File: src/rtl/seg_scan_mux.sv
// Scans four hex digits onto a common-anode 7-segment display, with a per-slot ghosting guard.
// Value/dp/blank reach the display through a pending register and a frame-synchronous shadow register.
module seg_scan_mux #(
    parameter int TICK_DIV     = 100000,
    parameter int GHOST_CYCLES = 1000
) (
    input  logic        clk,
    input  logic        rst,
    input  logic        load_i,
    input  logic [15:0] value_i,
    input  logic [3:0]  dp_i,
    input  logic [3:0]  blank_i,
    output logic [3:0]  digit_o,
    output logic [3:0]  an,
    output logic        dp,
    output logic        frame_o,
    output logic        pending_o
);

    localparam int CNT_W = (TICK_DIV > 2) ? $clog2(TICK_DIV) : 1;
    localparam logic [CNT_W-1:0] CNT_LAST  = CNT_W'(TICK_DIV - 1);
    localparam logic [CNT_W-1:0] GHOST_END = CNT_W'(GHOST_CYCLES);

    generate
        if (TICK_DIV < 2 || GHOST_CYCLES >= TICK_DIV) begin : g_bad_params
            $error("seg_scan_mux: need TICK_DIV >= 2 and GHOST_CYCLES < TICK_DIV");
        end
    endgenerate

    logic [CNT_W-1:0] r_cnt;
    logic [1:0]       r_idx;
    logic [15:0]      r_shadow_val;
    logic [3:0]       r_shadow_dp;
    logic [3:0]       r_shadow_blank;
    logic [15:0]      r_pend_val;
    logic [3:0]       r_pend_dp;
    logic [3:0]       r_pend_blank;
    logic             r_pend_v;

    logic             w_tick;
    logic             w_off;

    assign w_tick  = (r_cnt == CNT_LAST);
    assign frame_o = w_tick && (r_idx == 2'd3);

    always_ff @(posedge clk) begin
        if (rst) begin
            r_cnt          <= '0;
            r_idx          <= 2'd0;
            r_shadow_val   <= 16'h0000;
            r_shadow_dp    <= 4'b0000;
            r_shadow_blank <= 4'b1111;
            r_pend_val     <= 16'h0000;
            r_pend_dp      <= 4'b0000;
            r_pend_blank   <= 4'b0000;
            r_pend_v       <= 1'b0;
        end else begin
            if (w_tick) begin
                r_cnt <= '0;
                r_idx <= r_idx + 2'd1;
            end else begin
                r_cnt <= r_cnt + 1'b1;
            end

            // A load coinciding with the boundary bypasses pending so it is not lost for a frame.
            if (frame_o) begin
                if (load_i) begin
                    r_shadow_val   <= value_i;
                    r_shadow_dp    <= dp_i;
                    r_shadow_blank <= blank_i;
                end else if (r_pend_v) begin
                    r_shadow_val   <= r_pend_val;
                    r_shadow_dp    <= r_pend_dp;
                    r_shadow_blank <= r_pend_blank;
                end
                r_pend_v <= 1'b0;
            end else if (load_i) begin
                r_pend_val   <= value_i;
                r_pend_dp    <= dp_i;
                r_pend_blank <= blank_i;
                r_pend_v     <= 1'b1;
            end
        end
    end

    assign w_off     = (r_cnt < GHOST_END) || r_shadow_blank[r_idx];
    assign an        = w_off ? 4'b1111 : ~(4'b0001 << r_idx);
    assign dp        = ~(r_shadow_dp[r_idx] && !w_off);
    assign digit_o   = r_shadow_val[{r_idx, 2'b00} +: 4];
    assign pending_o = r_pend_v;

endmodule

File: config.mk
export PLATFORM = sky130hd
export DESIGN_NAME = seg_scan_mux
export DESIGN_NICKNAME = d
export VERILOG_FILES = /design/src/rtl/seg_scan_mux.sv
export SDC_FILE = /design/constraint.sdc
export NUM_CORES = 1
export LEC_CHECK = 0
export BUFFER_PORTS_ARGS = -buffer_cell sky130_fd_sc_hd__buf_2
export CORE_MARGIN = 2
export CORE_UTILIZATION = 45
export DETAILED_ROUTE_END_ITERATION = 6
export GPL_TIMING_DRIVEN = 0
export HOLD_SLACK_MARGIN = 0.06
export PLACE_DENSITY = 0.67
export SLEW_MARGIN = 20
export SYNTH_ARGS = -nofsm -noshare
export SYNTH_HDL_FRONTEND = slang
export SYNTH_SLANG_ARGS = --single-unit
export TNS_END_PERCENT = 1
File: constraint.sdc
create_clock -name clk -period 2.8 [get_ports clk]
set_clock_uncertainty 0.1 [all_clocks]
set_input_delay 0 -clock clk [delete_from_list [all_inputs] [get_ports clk]]
set_output_delay 0 -clock clk [all_outputs]
set_load 0.03 [all_outputs]
; ---- After elaboration in Yosys (flattened, before gate mapping)
; Cells that the tools add are included.
[totals]
register_bits = 68
inputBits = 27
out_inout_bits = 11
[classes]
n_addsub = 2
order_cmp = 2
n_eq_ne = 2
shift = 2
n_mux = 11
n_bitwise = 3
reduce_logical = 9
[ops]
columns = cell, count
row1 = $mux W16, 2
row2 = $mux W4, 5
row3 = $add A17 B1 Y17 const B, 1
row4 = $eq A17 B17 Y1 const B, 1
row5 = $lt A17 B10 Y1 const B, 1
row6 = $shiftx A16 B5 Y4, 1
row7 = $bmux W1 S2, 2
row8 = $not A4 Y4, 1
row9 = $reduce_and A2 Y1, 2
row10 = $reduce_or A2 Y1, 2
row11 = $shl A1 B2 Y4 const A, 1
row12 = $lt A2 B3 Y1 const B, 1
row13 = $add A2 B1 Y2 const B, 1
row14 = $eq A2 B2 Y1 const B, 1
row15 = $logic_and A1 B1 Y1, 2
row16 = $mux W1, 2
row17 = $not A1 Y1, 2
row18 = $reduce_bool A2 Y1, 1
row19 = $logic_not A1 Y1, 1
row20 = $logic_or A1 B1 Y1, 1

; ---- Depth between registers and ports, before layout
[depth]
ltp_word = 6
depth_mapped = 7
ltp_nobuf = 5

; ---- Least setup slack after synthesis
; OpenSTA, ideal clock, no wires.
[synth_timing]
path_kind = reg-to-reg
startpoint = reg r_cnt[14]
endpoint = reg r_shadow_val[0]
setup_ns = 0.121
arrival_ns = 2.310
required_ns = 2.579
setup_slack_ns = 0.268
path_stages_with_launch = 7
cell_sequence = dfxtp_1 or4_4 or3_4 or4_4 buf_6 buf_12 mux2_4
[synth_via]
elab_chain_len = 3
[synth_rtl]
columns = element, line_no
row1 = from (decl), 30  ; logic [CNT_W-1:0] r_cnt;
row2 = from (signal assigned), 62  ; r_cnt <= r_cnt + 1'b1;
row3 = $eq A17 B17 Y1, 43  ; assign w_tick = (r_cnt == CNT_LAST);
row4 = $logic_and A1 B1 Y1, 44  ; assign frame_o = w_tick && (r_idx == 2'd3);
row5 = $reduce_and A2 Y1 (no line), -
row6 = to (signal assigned), 68  ; r_shadow_val <= value_i;
row7 = to (signal assigned), 72  ; r_shadow_val <= r_pend_val;
row8 = to (decl), 32  ; logic [15:0] r_shadow_val;
; Every way passes these cells.
; A chain may end at the register's enable or synchronous reset.

; ---- Worst setup path after layout
[layout_timing]
startpoint = reg r_cnt[14]
endpoint = reg r_shadow_val[5]
; Same word-level chain as after synthesis.

==> impl_metrics.csv <==
group,metric,value,unit
floorplanning,initial_core_util,46.5,%
timing,finalHoldViolCount,0,
timing,setup_violations,0,
cts,clkLatencyLatePin,0.35,ns
timing,slew_violations,0,
timing,fmax,0.378,GHz
pwr,vdd_drop_max,0.371,mV
route,wire_per_inst,13.9,um
synthesis,synth_cell_types,35,
floorplanning,die_h,93.3,um
pwr,power_leakage,1.84,nW
cts,clk_pin_slew_worst_paths,0.08,ns
synthesis,synth_edf_count,0,
synthesis,async_reset_ff_share,0,%
synthesis,yosysTopAreaCell,"dfxtp_1",
cts,cts_tree,"yes",
synthesis,ys_warn_count,0,
floorplanning,die-area,8710,um^2
pwr,switching_power,0.497,mW
pwr,cellPowerDensity,488,nW/um^2
finish,drive_above_1_share,20.0,%
placed_design,dpl.cell_count,506,
global_routing,antenna_found_initial,0,
finish,finalNetCount,472,
cts,cts.sinks,68,
cts,cts_buffers,9,
pwr,combinationalPowerShare,9.2,%
synthesis,netlist_top_cells_area,"dfxtp_1 (38%), mux2i_1 (13%), nand2b_1 (8.5%), mux2_4 (6.7%), nor2_1 (4.6%)",
global_routing,grt_util_all_layers,18.9,%
route,drc,0,
run,maxCapViolCount,0,
finish,area_growth,22.2,%
route,wl,7.59,mm
global_routing,grt_first_pass_wirelength,13.1,mm
timing,layout_setup_ws,0.154,ns
pwr,p_clk_share,43.7,%
placed_design,hpwl,5.37,mm
synthesis,synthCells,368,
timing,tns,0,ns
route,dr.pass1.iters,4,
timing,period_share,94.5,%
floorplanning,core_area,7730,um^2
finish,stdcell_count,547,
floorplanning,num_rows,32,
synthesis,ys_ff_latch,68,
placed_design,dp_slack,0.169,ns
synthesis,yosysMostFrequentCell,"dfxtp_1",
critical_path,startpoint_type,"flip-flop",
route,via_count,2712,
pwr,p_seq_share,47.1,%
critical_path,path_class,"reg2reg",
pwr,sw_frac_of_total,23.2,%
synthesis,ys_seq_area_share,37.9,%
pwr,p_int,1.64,mW
critical_path,endpoint_kind,"flip-flop",
placed_design,portBuffers,36,
timing,period_needed,2.65,ns
run_status,status,"finished clean",
route,viasPerCell,4.96,
placed_design,gp_congestion,0.789,
synthesis,synth_area,3590,um^2
timing,hold_ws,0.270,ns
floorplanning,die_x,93.3,um
cts,h-tree-depth,3,
timing,worst_pin_slew,0.792,ns
synthesis,synthTopCellsByCount,"dfxtp_1 (68), nand2b_1 (49), mux2i_1 (48)",
critical_path,cp.arrival,2.78,ns
synthesis,avgSynthCellArea,9.76,um^2
synthesis,yosys_most_used_dff,"dfxtp_1",
timing,maxSlewHeadroom,47.2,%
cts,cts_buffer_depth,2,
global_routing,grt_start_max_net_pins,13,
synthesis,synth_top_area_share,37.9,%
global_routing,grt_pass1_vias,2788,
synthesis,syn-num-nets,400,
floorplanning,ios,38,
pwr,total_power,2.14,mW
worst_hold_path,hold_class,"in2reg",
critical_path,crit_fanout,10,
timing,rsz0062_at_grt,"true",
finish,n_antenna_cell,0,
route,drt-initial-drc-count,82,
cts,cts_root_buf,"clkbuf_8",
route,drt.antenna.violating_nets,0,
critical_path,crit_required,2.93,ns
global_routing,grt_overflow_total,0,
## timing repair
item                                   in CTS  in global routing
setup endpoints to repair                   0                 25
setup buffers                               0                  0
resized for setup                           0                  4
hold buffers                               25                  0
endpoints found under the hold margin      49                  0
## registers in the layout, indices dropped and copies added, names as in the netlist
| register | cells |
|---|---|
| r_pend_dp | 4 |
| r_pend_val | 16 |
| r_pend_blank | 4 |
| r_shadow_val | 16 |
| r_shadow_dp | 4 |
| pending_o | 1 |
| r_shadow_blank | 4 |
| r_idx | 2 |
| r_cnt | 17 |
## worst paths after layout
| path | startpoint | end | slack [ns] | depth (start not counted) |
|---|---|---|---|---|
| setup reg to reg | r_cnt[14] | r_shadow_val[5] | 0.15 | 6 |
| hold reg to reg | r_pend_blank[2] | r_pend_blank[2] | 0.37 | 2 |
| hold / removal | rst | r_shadow_val[13] | 0.27 | 4 |
| setup / recovery | r_cnt[14] | r_shadow_val[5] | 0.15 | 6 |
## kinds of logic after synthesis
group                      after synthesis  share of synthesized area (%)
xor gates and xnor gates                15                           3.66
muxes                                   74                           25.1
and+or+nand+nor                        162                           24.9
adders and majority gates                5                           1.74
AOI/OAI and AO/OA                       12                           2.09
DFF                                     68                           37.9
buffers and inverters                   32                           4.63
## worst max-delay path, stage by stage, from the launching register on
cell,delay [ns]
dfxtp_1,0.35
or4_4,0.57
or3_4,0.41
or4_4,0.49
buf_6,0.16
buf_12,0.15
mux2_4,0.29
## placed cells by master, fill, tap and decap left out, types with 3 or more instances in the layout
cell / instances
dfxtp_1: 68
nand2b_1: 49
mux2i_1: 48
nor2_1: 44
buf_2: 37
dlygate4sd3_1: 25
clkbuf_1: 19
nor2b_1: 19
mux2_4: 16
xnor2_1: 11
clkbuf_8: 11
nand2_1: 9
nand3_1: 9
nor4_1: 8
inv_1: 6
mux4_2: 6
nor3_1: 6
nand4_1: 5
and2b_1: 5
ha_1: 5
xor2_1: 4
mux2_2: 4
a211oi_1: 4
o21ai_0: 3
a21oi_1: 3
## power by group through the flow
stage / clock network [mW] / logic (mW) / registers, mW
floorplan: 0 / 0.114 / 1.03
global placement: 0 / 0.168 / 1.03
detailed placement: 0 / 0.171 / 1.03
CTS: 0.954 / 0.197 / 1.01
global route: 0.996 / 0.219 / 1.01
finish: 0.935 / 0.196 / 1.01
## layer usage
metal  wire (um)  GRT usage, %  up-vias
met3         274          4.11       10
li1            -             -     1388
met5           0             0        -
met4          97          7.97        0
met2        3490          30.8       55
met1        3730          24.2     1259
## cell type report
type                    instances  area, um^2
well taps                     102         128
multi-input cells             268        2060
flip-flops and latches         68        1360
clock inverters                 5        83.8
plain buffers                  26         146
inverters                       6        22.5
repair buffers                 61         430
clock buffers                  11         151
fillers                       685        3340
## metrics by stage
step | area, um^2 | utilization (%)
after floorplan | 3590 | -
after global placement | 3900 | 50.5
after detailed placement | 3900 | 50.5
after CTS | 4380 | 56.7
after global routing | 4390 | 56.8
final | 4390 | 56.8
(Power assumes the default switching activity.)
